File: config.mk
export PLATFORM = sky130hd
export DESIGN_NAME = gpio_bus_master
export DESIGN_NICKNAME = d
export VERILOG_FILES = /design/src/rtl/gpio_bus_master.sv
export SDC_FILE = /design/constraint.sdc
export NUM_CORES = 1
export LEC_CHECK = 0
export CAP_MARGIN = 20
export CORE_MARGIN = 2
export CORE_UTILIZATION = 35
export CTS_BUF_LIST = sky130_fd_sc_hd__clkbuf_4 sky130_fd_sc_hd__clkbuf_8 sky130_fd_sc_hd__clkbuf_16
export CTS_CLUSTER_SIZE = 16
export DETAILED_ROUTE_END_ITERATION = 8
export PLACE_DENSITY = 0.69
export SLEW_MARGIN = 20
export SYNTH_ARGS = -nofsm -noshare
export SYNTH_HDL_FRONTEND = slang
export SYNTH_SLANG_ARGS = --single-unit
export TNS_END_PERCENT = 30
File: constraint.sdc
create_clock -name clk -period 4.66 [get_ports clk]
set_clock_uncertainty 0.15 [all_clocks]
set_input_delay 0.932 -clock clk [delete_from_list [all_inputs] [get_ports clk]]
set_output_delay 0.932 -clock clk [all_outputs]
set_load 0.005 [all_outputs]
File: src/rtl/gpio_bus_master.sv
// gpio_bus_master: single-command initiator for the GPIO register bus.
// Takes write / read / set-bits / clear-bits commands from a valid/ready port, runs the
// register bus cycle by cycle and returns one response per command.
// Optional build macro GPIO_MASTER_IRQ_SERVICE_EN adds an interrupt service sequence
// (read then clear of the status register at 0x14) that pre-empts commands in IDLE.
module gpio_bus_master #(
  parameter int unsigned DATA_WIDTH    = 32,
  parameter int unsigned ADDRESS_WIDTH = 32,
  parameter int unsigned READ_LATENCY  = 1
) (
  input  logic                     clk,
  input  logic                     rst,
  input  logic                     cmd_valid,
  output logic                     cmd_ready,
  input  logic [1:0]               cmd_op,
  input  logic [ADDRESS_WIDTH-1:0] cmd_addr,
  input  logic [DATA_WIDTH-1:0]    cmd_data,
  output logic                     rsp_valid,
  input  logic                     rsp_ready,
  output logic [DATA_WIDTH-1:0]    rsp_data,
  output logic                     rsp_err,
  output logic                     busy,
  output logic                     WRITE,
  output logic [ADDRESS_WIDTH-1:0] ADDRESS,
  output logic [DATA_WIDTH-1:0]    WDATA,
  input  logic [DATA_WIDTH-1:0]    RDATA,
`ifdef GPIO_MASTER_IRQ_SERVICE_EN
  output logic                     irq_valid,
  output logic [DATA_WIDTH-1:0]    irq_status,
`endif
  input  logic [DATA_WIDTH-1:0]    GPIO_INTR
);

  // READ_LATENCY is at most 7, so three bits cover the wait counter.
  localparam int unsigned CntW = 3;
  localparam logic [CntW-1:0] CntLoad = CntW'(READ_LATENCY);
  localparam logic [ADDRESS_WIDTH-1:0] IrqStatusAddr = ADDRESS_WIDTH'(32'h14);

  localparam logic [1:0] OpWrite = 2'b00;
  localparam logic [1:0] OpRead  = 2'b01;
  localparam logic [1:0] OpSet   = 2'b10;

  typedef enum logic [1:0] {StIdle, StRd, StWr, StResp} state_e;

  state_e                   state_q, state_d;
  logic [1:0]               op_q, op_d;
  logic [CntW-1:0]          cnt_q, cnt_d;
  logic [DATA_WIDTH-1:0]    mask_q, mask_d;
  logic                     write_q, write_d;
  logic [ADDRESS_WIDTH-1:0] addr_q, addr_d;
  logic [DATA_WIDTH-1:0]    wdata_q, wdata_d;
  logic [DATA_WIDTH-1:0]    rsp_data_q, rsp_data_d;
  logic                     rsp_err_q, rsp_err_d;
  logic                     svc_q, svc_d;
  logic                     irq_valid_q, irq_valid_d;
  logic [DATA_WIDTH-1:0]    irq_status_q, irq_status_d;
  logic                     irq_req;
  logic                     cmd_fire;

`ifdef GPIO_MASTER_IRQ_SERVICE_EN
  assign irq_req    = |GPIO_INTR;
  assign irq_valid  = irq_valid_q;
  assign irq_status = irq_status_q;
`else
  // Without the service feature the interrupt lines are deliberately ignored.
  logic unused_intr;
  logic unused_irq_state;
  assign unused_intr      = ^GPIO_INTR;
  assign unused_irq_state = irq_valid_q ^ (^irq_status_q);
  assign irq_req          = 1'b0;
`endif

  // Command port opens only in IDLE, out of reset, and when no interrupt is pending.
  assign cmd_ready = (state_q == StIdle) && !rst && !irq_req;
  assign cmd_fire  = cmd_valid && cmd_ready;

  assign busy      = (state_q != StIdle);
  assign rsp_valid = (state_q == StResp);
  assign rsp_data  = rsp_data_q;
  assign rsp_err   = rsp_err_q;
  assign WRITE     = write_q;
  assign ADDRESS   = addr_q;
  assign WDATA     = wdata_q;

  // Next-state and next-output computation for the bus sequencer.
  always_comb begin
    state_d      = state_q;
    op_d         = op_q;
    cnt_d        = cnt_q;
    mask_d       = mask_q;
    write_d      = 1'b0;
    addr_d       = addr_q;
    wdata_d      = wdata_q;
    rsp_data_d   = rsp_data_q;
    rsp_err_d    = rsp_err_q;
    svc_d        = svc_q;
    irq_valid_d  = 1'b0;
    irq_status_d = irq_status_q;

    unique case (state_q)
      StIdle: begin
        if (irq_req) begin
          state_d = StRd;
          addr_d  = IrqStatusAddr;
          cnt_d   = CntLoad;
          svc_d   = 1'b1;
        end else if (cmd_fire) begin
          op_d       = cmd_op;
          mask_d     = cmd_data;
          rsp_data_d = '0;
          rsp_err_d  = 1'b0;
          if (cmd_addr[1:0] != 2'b00) begin
            // Misaligned: answer with an error and leave the bus untouched.
            rsp_err_d = 1'b1;
            state_d   = StResp;
          end else if (cmd_op == OpWrite) begin
            state_d = StWr;
            write_d = 1'b1;
            addr_d  = cmd_addr;
            wdata_d = cmd_data;
          end else begin
            state_d = StRd;
            addr_d  = cmd_addr;
            cnt_d   = CntLoad;
          end
        end
      end

      StRd: begin
        if (cnt_q != '0) begin
          cnt_d = cnt_q - CntW'(1);
        end else if (svc_q) begin
          // Interrupt service: report the captured status and clear it.
          irq_status_d = RDATA;
          irq_valid_d  = 1'b1;
          wdata_d      = '0;
          write_d      = 1'b1;
          state_d      = StWr;
        end else begin
          rsp_data_d = RDATA;
          if (op_q == OpRead) begin
            state_d = StResp;
          end else begin
            wdata_d = (op_q == OpSet) ? (RDATA | mask_q) : (RDATA & ~mask_q);
            write_d = 1'b1;
            state_d = StWr;
          end
        end
      end

      StWr: begin
        if (svc_q) begin
          svc_d   = 1'b0;
          state_d = StIdle;
        end else begin
          state_d = StResp;
        end
      end

      StResp: begin
        if (rsp_ready) begin
          state_d = StIdle;
        end
      end

      default: state_d = StIdle;
    endcase
  end

  // State and registered outputs; reset discards any in-flight command or response.
  always_ff @(posedge clk or posedge rst) begin
    if (rst) begin
      state_q      <= StIdle;
      op_q         <= 2'b00;
      cnt_q        <= '0;
      mask_q       <= '0;
      write_q      <= 1'b0;
      addr_q       <= '0;
      wdata_q      <= '0;
      rsp_data_q   <= '0;
      rsp_err_q    <= 1'b0;
      svc_q        <= 1'b0;
      irq_valid_q  <= 1'b0;
      irq_status_q <= '0;
    end else begin
      state_q      <= state_d;
      op_q         <= op_d;
      cnt_q        <= cnt_d;
      mask_q       <= mask_d;
      write_q      <= write_d;
      addr_q       <= addr_d;
      wdata_q      <= wdata_d;
      rsp_data_q   <= rsp_data_d;
      rsp_err_q    <= rsp_err_d;
      svc_q        <= svc_d;
      irq_valid_q  <= irq_valid_d;
      irq_status_q <= irq_status_d;
    end
  end

endmodule

Word-level counts from Yosys, hierarchy flattened. Index checks and enable logic that the tools add are counted.

Bits in read-only memories: 0. Bits in latches: 0. Memories: 0. Output and inout bits: 101. Register bits: 137. Memory bits (writable): 0. Word-level logic and storage cells: 71.

Multipliers: 0. Bitwise operators: 4. Add/subtract/negate cells: 1. Mux-type cells: 29. Equal/unequal tests: 13. Divide/modulo/power cells: 0. Reductions and logical operators: 15. Shift-type cells: 0. $lt $le $gt $ge: 0.

Operator list (count): two-way mux 32 bit (8); one-hot mux 32 bit (2 select lines) (2); bitwise AND 32 bit (1); NOT 32 bit (1); OR 32 bit (1); two-way mux 3 bit (4); inequality test 2 bit (second input constant) (6); two-way mux 2 bit (5); AND reduction 3 bit (3); one-hot mux 2 bit (4 select lines) (1); two-way mux 1 bit (7); equality test 2 bit (second input constant) (3); one-hot mux 3 bit (2 select lines) (1); AND reduction 6 bit (1); nonzero test 2 bit (3); AND reduction 5 bit (1); equality test 2 x 1 -> 1 bit (second input constant) (2); logical NOT 2 bit (2); inequality test 2 x 1 -> 1 bit (second input constant) (2); nonzero test 3 bit (1); subtractor 3 x 1 -> 3 bit (second input constant) (1); logical AND 1 bit (2); one-hot mux 1 bit (2 select lines) (1); AND reduction 2 bit (1); other kinds (2) (2).

Logic depth before layout (Yosys ltp).
Depth after elaboration: 6. Depth in mapped cells: 8. Mapped depth without buffers: 6.

Least setup slack after synthesis. Ideal clock, no wire load.

Path kind: input -> register. Start: input port rst. End: register wdata_q[0], in the netlist WDATA[0]. Path buffers: 2. Required time: 4.385 ns. Arrival: 2.135 ns. Setup slack: 2.250 ns. Stages on the path: 6. Path through: nand2b_4 -> a22o_1 -> and4b_1 -> buf_6 -> buf_12 -> mux2_4.

Cells in the longest elaborated chain, start to end: 5.

Ends and longest elaborated chain: start: declaration (RTL line 12) `input logic rst,`; logical NOT 1 bit (no line); logical AND 1 bit (RTL line 74) `assign cmd_ready = (state_q == StIdle) && !rst && !irq_req;`; logical AND 1 bit (RTL line 75) `assign cmd_fire = cmd_valid && cmd_ready;`; inequality test 2 bit (no line); AND reduction 6 bit (no line); end signal: assignment (RTL line 192) `wdata_q <= wdata_d;`; end: declaration (RTL line 51) `logic [DATA_WIDTH-1:0] wdata_q, wdata_d;`.

Every way passes these cells. A chain may end at the register's enable or synchronous reset.

Worst setup path in the final report.
Start: register state_q[0]. End: output port cmd_ready.

Cells in the longest elaborated chain, start to end: 2.

Ends and longest elaborated chain: start: declaration (RTL line 45) `state_e state_q, state_d;`; start signal: assignment (RTL line 173) `state_q <= StIdle;`; start signal: assignment (RTL line 186) `state_q <= state_d;`; logical NOT 2 bit (RTL line 74); logical AND 1 bit (RTL line 74); end: declaration (RTL line 14) `output logic cmd_ready,`.

Every way passes these cells.

==> out/qor.log <==
INFO  status         run_status=complete, no violations
INFO  sta            finalWorstPathRequiredPeriod=3.311ns
INFO  logic_synthesis ys_types=32
INFO  layout         final_common_cell=clkdlybuf4s50_1
INFO  sta            finalHoldWorstSlack=0.3379ns
INFO  pwr            powerDensity=655.1nW/µm²
INFO  die            floorplan.rows=48
INFO  sta            final.setup.tns=0ns
INFO  worst_setup_path critical_path.max_stage_delay=0.52ns
INFO  placed_design  globalplace.congestion=0.7771
INFO  sta            timing_worst_slew_pin_value=1.006ns
INFO  detailed_routing wire_per_inst=17.92µm
INFO  layout         final_layout_size_suffix_gt1_frac=0.2217
INFO  layout         most-common-layout-cells=clkdlybuf4s50_1, dfrtp_1, mux2_2, nor2_1, mux2i_1
INFO  layout         area.growth.synth_to_final=46.36%
INFO  sta            max_freq=302.0MHz
INFO  logic_synthesis postSynthRegisterBits=137
INFO  detailed_routing route.final.wire_length=15.75mm
INFO  sta            post-route-period-util=0.7105
INFO  detailed_routing detailroute.via_count=4303
INFO  logic_synthesis synth.yosys.warnings=0
INFO  sta            max_slew_margin=0.3281
INFO  cts            clk_pin_slew_worst_paths=0.06ns
INFO  cts            cts-htree-levels=4
INFO  worst_setup_path path_cells=inv_1 > ha_1 > inv_1 > nor2_1 > clkdlybuf4s50_1
INFO  worst_setup_path timing.critical_path.to_type=primary output
INFO  sta            rsz_0062_raised_after_global_routing=false
INFO  worst_setup_path worst_ep_arrival_time=2.23ns
INFO  die            floorplan.initialDensity=0.3545
INFO  grt            antenna_found_initial=0
INFO  logic_synthesis netlist_area=6088µm²
INFO  cts            numClockSinks=137
INFO  worst_setup_path crit_path_top_delay_cell=clkdlybuf4s50_1
INFO  worst_setup_path critical_path_peak_fanout=8
INFO  layout         antennaDiodeCount=0
INFO  detailed_routing detail_route.vias_per_cell=4.895
INFO  cts            tritoncts=built
INFO  die            ios=235
INFO  sta            timing.final.hold_violations=0
INFO  layout         layout.nets=782
INFO  die            die_area=18470µm²
INFO  die            core_outline_area=17180µm²
INFO  worst_setup_path critPathLaunchType=flop
INFO  worst_setup_path timing.critical_path.mode_cell=inv_1
INFO  cts            cts_hold_repair.buffers=0
INFO  pwr            cell_leakage_power=3.906nW
INFO  pwr            vdd.ir_drop.worst=0.3055mV
INFO  grt            grt_pass1_wl=24.52mm
INFO  logic_synthesis async_reset_ff_frac=1.000
INFO  cts            cts_root_buf=clkbuf_16
INFO  detailed_routing drtPass1Iterations=4
INFO  die            fp.dieH=135.9µm
INFO  cts            max-clock-path-buffers=2
INFO  logic_synthesis post_synth_inst_count=442
INFO  detailed_routing dr.first_iter.drc_count=160
INFO  logic_synthesis synth-edff-count=0
INFO  cts            cts_setup_buffers=0
INFO  sta            setup_viol_count_final=0
INFO  worst_hold_path worst_hold_path_type=reg -> reg
INFO  cts            insertion_delay=0.41ns
INFO  cts            cts_inserted_buffers=17
INFO  grt            grt_overflow_total=0
INFO  logic_synthesis synth.yosys.seq_area_share=0.5631
INFO  grt            grt_start_max_net_pins=75
INFO  die            die_width=135.9µm
INFO  worst_setup_path crit_required=3.58ns
INFO  layout         final_core_util=0.5188
INFO  logic_synthesis syn_area_per_cell=13.77µm²
INFO  placed_design  hpwlAfterDp=10.84mm
INFO  placed_design  buffer_ports.inserted=202
INFO  sta            maxSlewViolCount=0
INFO  cts            postCtsResizedCells=0
INFO  run            max_cap_viol_count=0
INFO  logic_synthesis dominantRegCellSynth=dfrtp_1
INFO  logic_synthesis synthesis.nets=583
INFO  worst_setup_path timing.setup.critical_path_class=reg -> out
INFO  detailed_routing final_antenna_violating_net_count=0
INFO  grt            grt_pass1_vias=4572
INFO  detailed_routing remaining_design_rule_violation_count=0
INFO  grt            track_usage=0.1724
## state kept, by name (all words and copies together) (netlist names)
register	cells
mask_q	32
WRITE	1
cnt_q	3
WDATA	32
ADDRESS	32
op_q	2
state_q	2
rsp_data	32
rsp_err	1
## cell usage after synthesis (3+ instances only)
master,instances,share of area
mux2i_1,35,0.058
a22o_1,33,0.047
dfrtp_1,137,0.56
buf_12,3,0.0099
buf_6,3,0.0055
buf_2,13,0.011
mux2_2,67,0.12
a21oi_1,34,0.028
clkbuf_1,9,0.0055
ha_1,7,0.014
inv_1,7,0.0043
o21ai_0,4,0.0033
nand2_1,3,0.0018
mux2_4,31,0.076
nor2_1,36,0.022
## routing by layer
layer / track usage / routed length (µm) / vias up
met4: 0.04282 / 161 / 0
met2: 0.2809 / 7606 / 143
met5: 0 / 0 / -
met1: 0.2176 / 6823 / 2166
met3: 0.06450 / 1157 / 14
li1: - / - / 1980
## cells by family after synthesis
group | Yosys count | synth area share
buffers and inverters | 35 | 0.03596
adders and majority gates | 7 | 0.01438
DFF | 137 | 0.5631
and+or+nand+nor | 52 | 0.04048
AOI/OAI and AO/OA | 78 | 0.08817
muxes | 133 | 0.2579
## path summary, 6_finish.rpt
check / end / startpoint / cells after the start / slack [ns]
setup / recovery: cmd_ready / state_q[0] / 5 / 1.35
hold / removal: rsp_err / rsp_err / 1 / 0.34
setup reg to reg: rsp_data[19] / state_q[1] / 6 / 1.40
hold reg to reg: rsp_err / rsp_err / 1 / 0.34
max in group asynchronous: mask_q[18] / rst / 3 / 2.45
min in group asynchronous: WRITE / rst / 2 / 1.02
## report_power, final
part | internal [mW] | total, mW | switching (mW)
logic | 1.50 | 2.41 | 0.910
registers | 1.71 | 2.03 | 0.319
clock network | 0.868 | 1.39 | 0.526
## metrics by stage
step           area (µm²)  setup WS, ns  power [mW]  std cells
2_1_floorplan        6092         1.871       3.378        442
3_3_place_gp         8294         1.084       4.382        847
3_5_place_dp         8294         1.058       4.482        847
4_1_cts              8911         1.290       5.912        879
5_1_grt              8911         1.157       6.185        879
6_report             8911         1.349       5.838        879
## layout make-up
class | instances | area (µm²)
fill | 1490 | 8265
sequential | 137 | 3428
multi-input combinational | 270 | 2475
timing repair buffer | 208 | 2079
clock buffer | 19 | 446.7
tap | 225 | 281.5
clock inverter | 13 | 170.2
inverter | 7 | 30.03
## worst max-delay path, delay by kind of cell (launching register included)
kind / cells / cell delay [ns]
buffers and inverters: 3 / 0.86
adder cells (fa/ha/maj): 1 / 0.42
flip-flops: 1 / 0.41
AND/OR/NAND/NOR: 1 / 0.13
No activity file was read; power rests on OpenSTA's default activity.
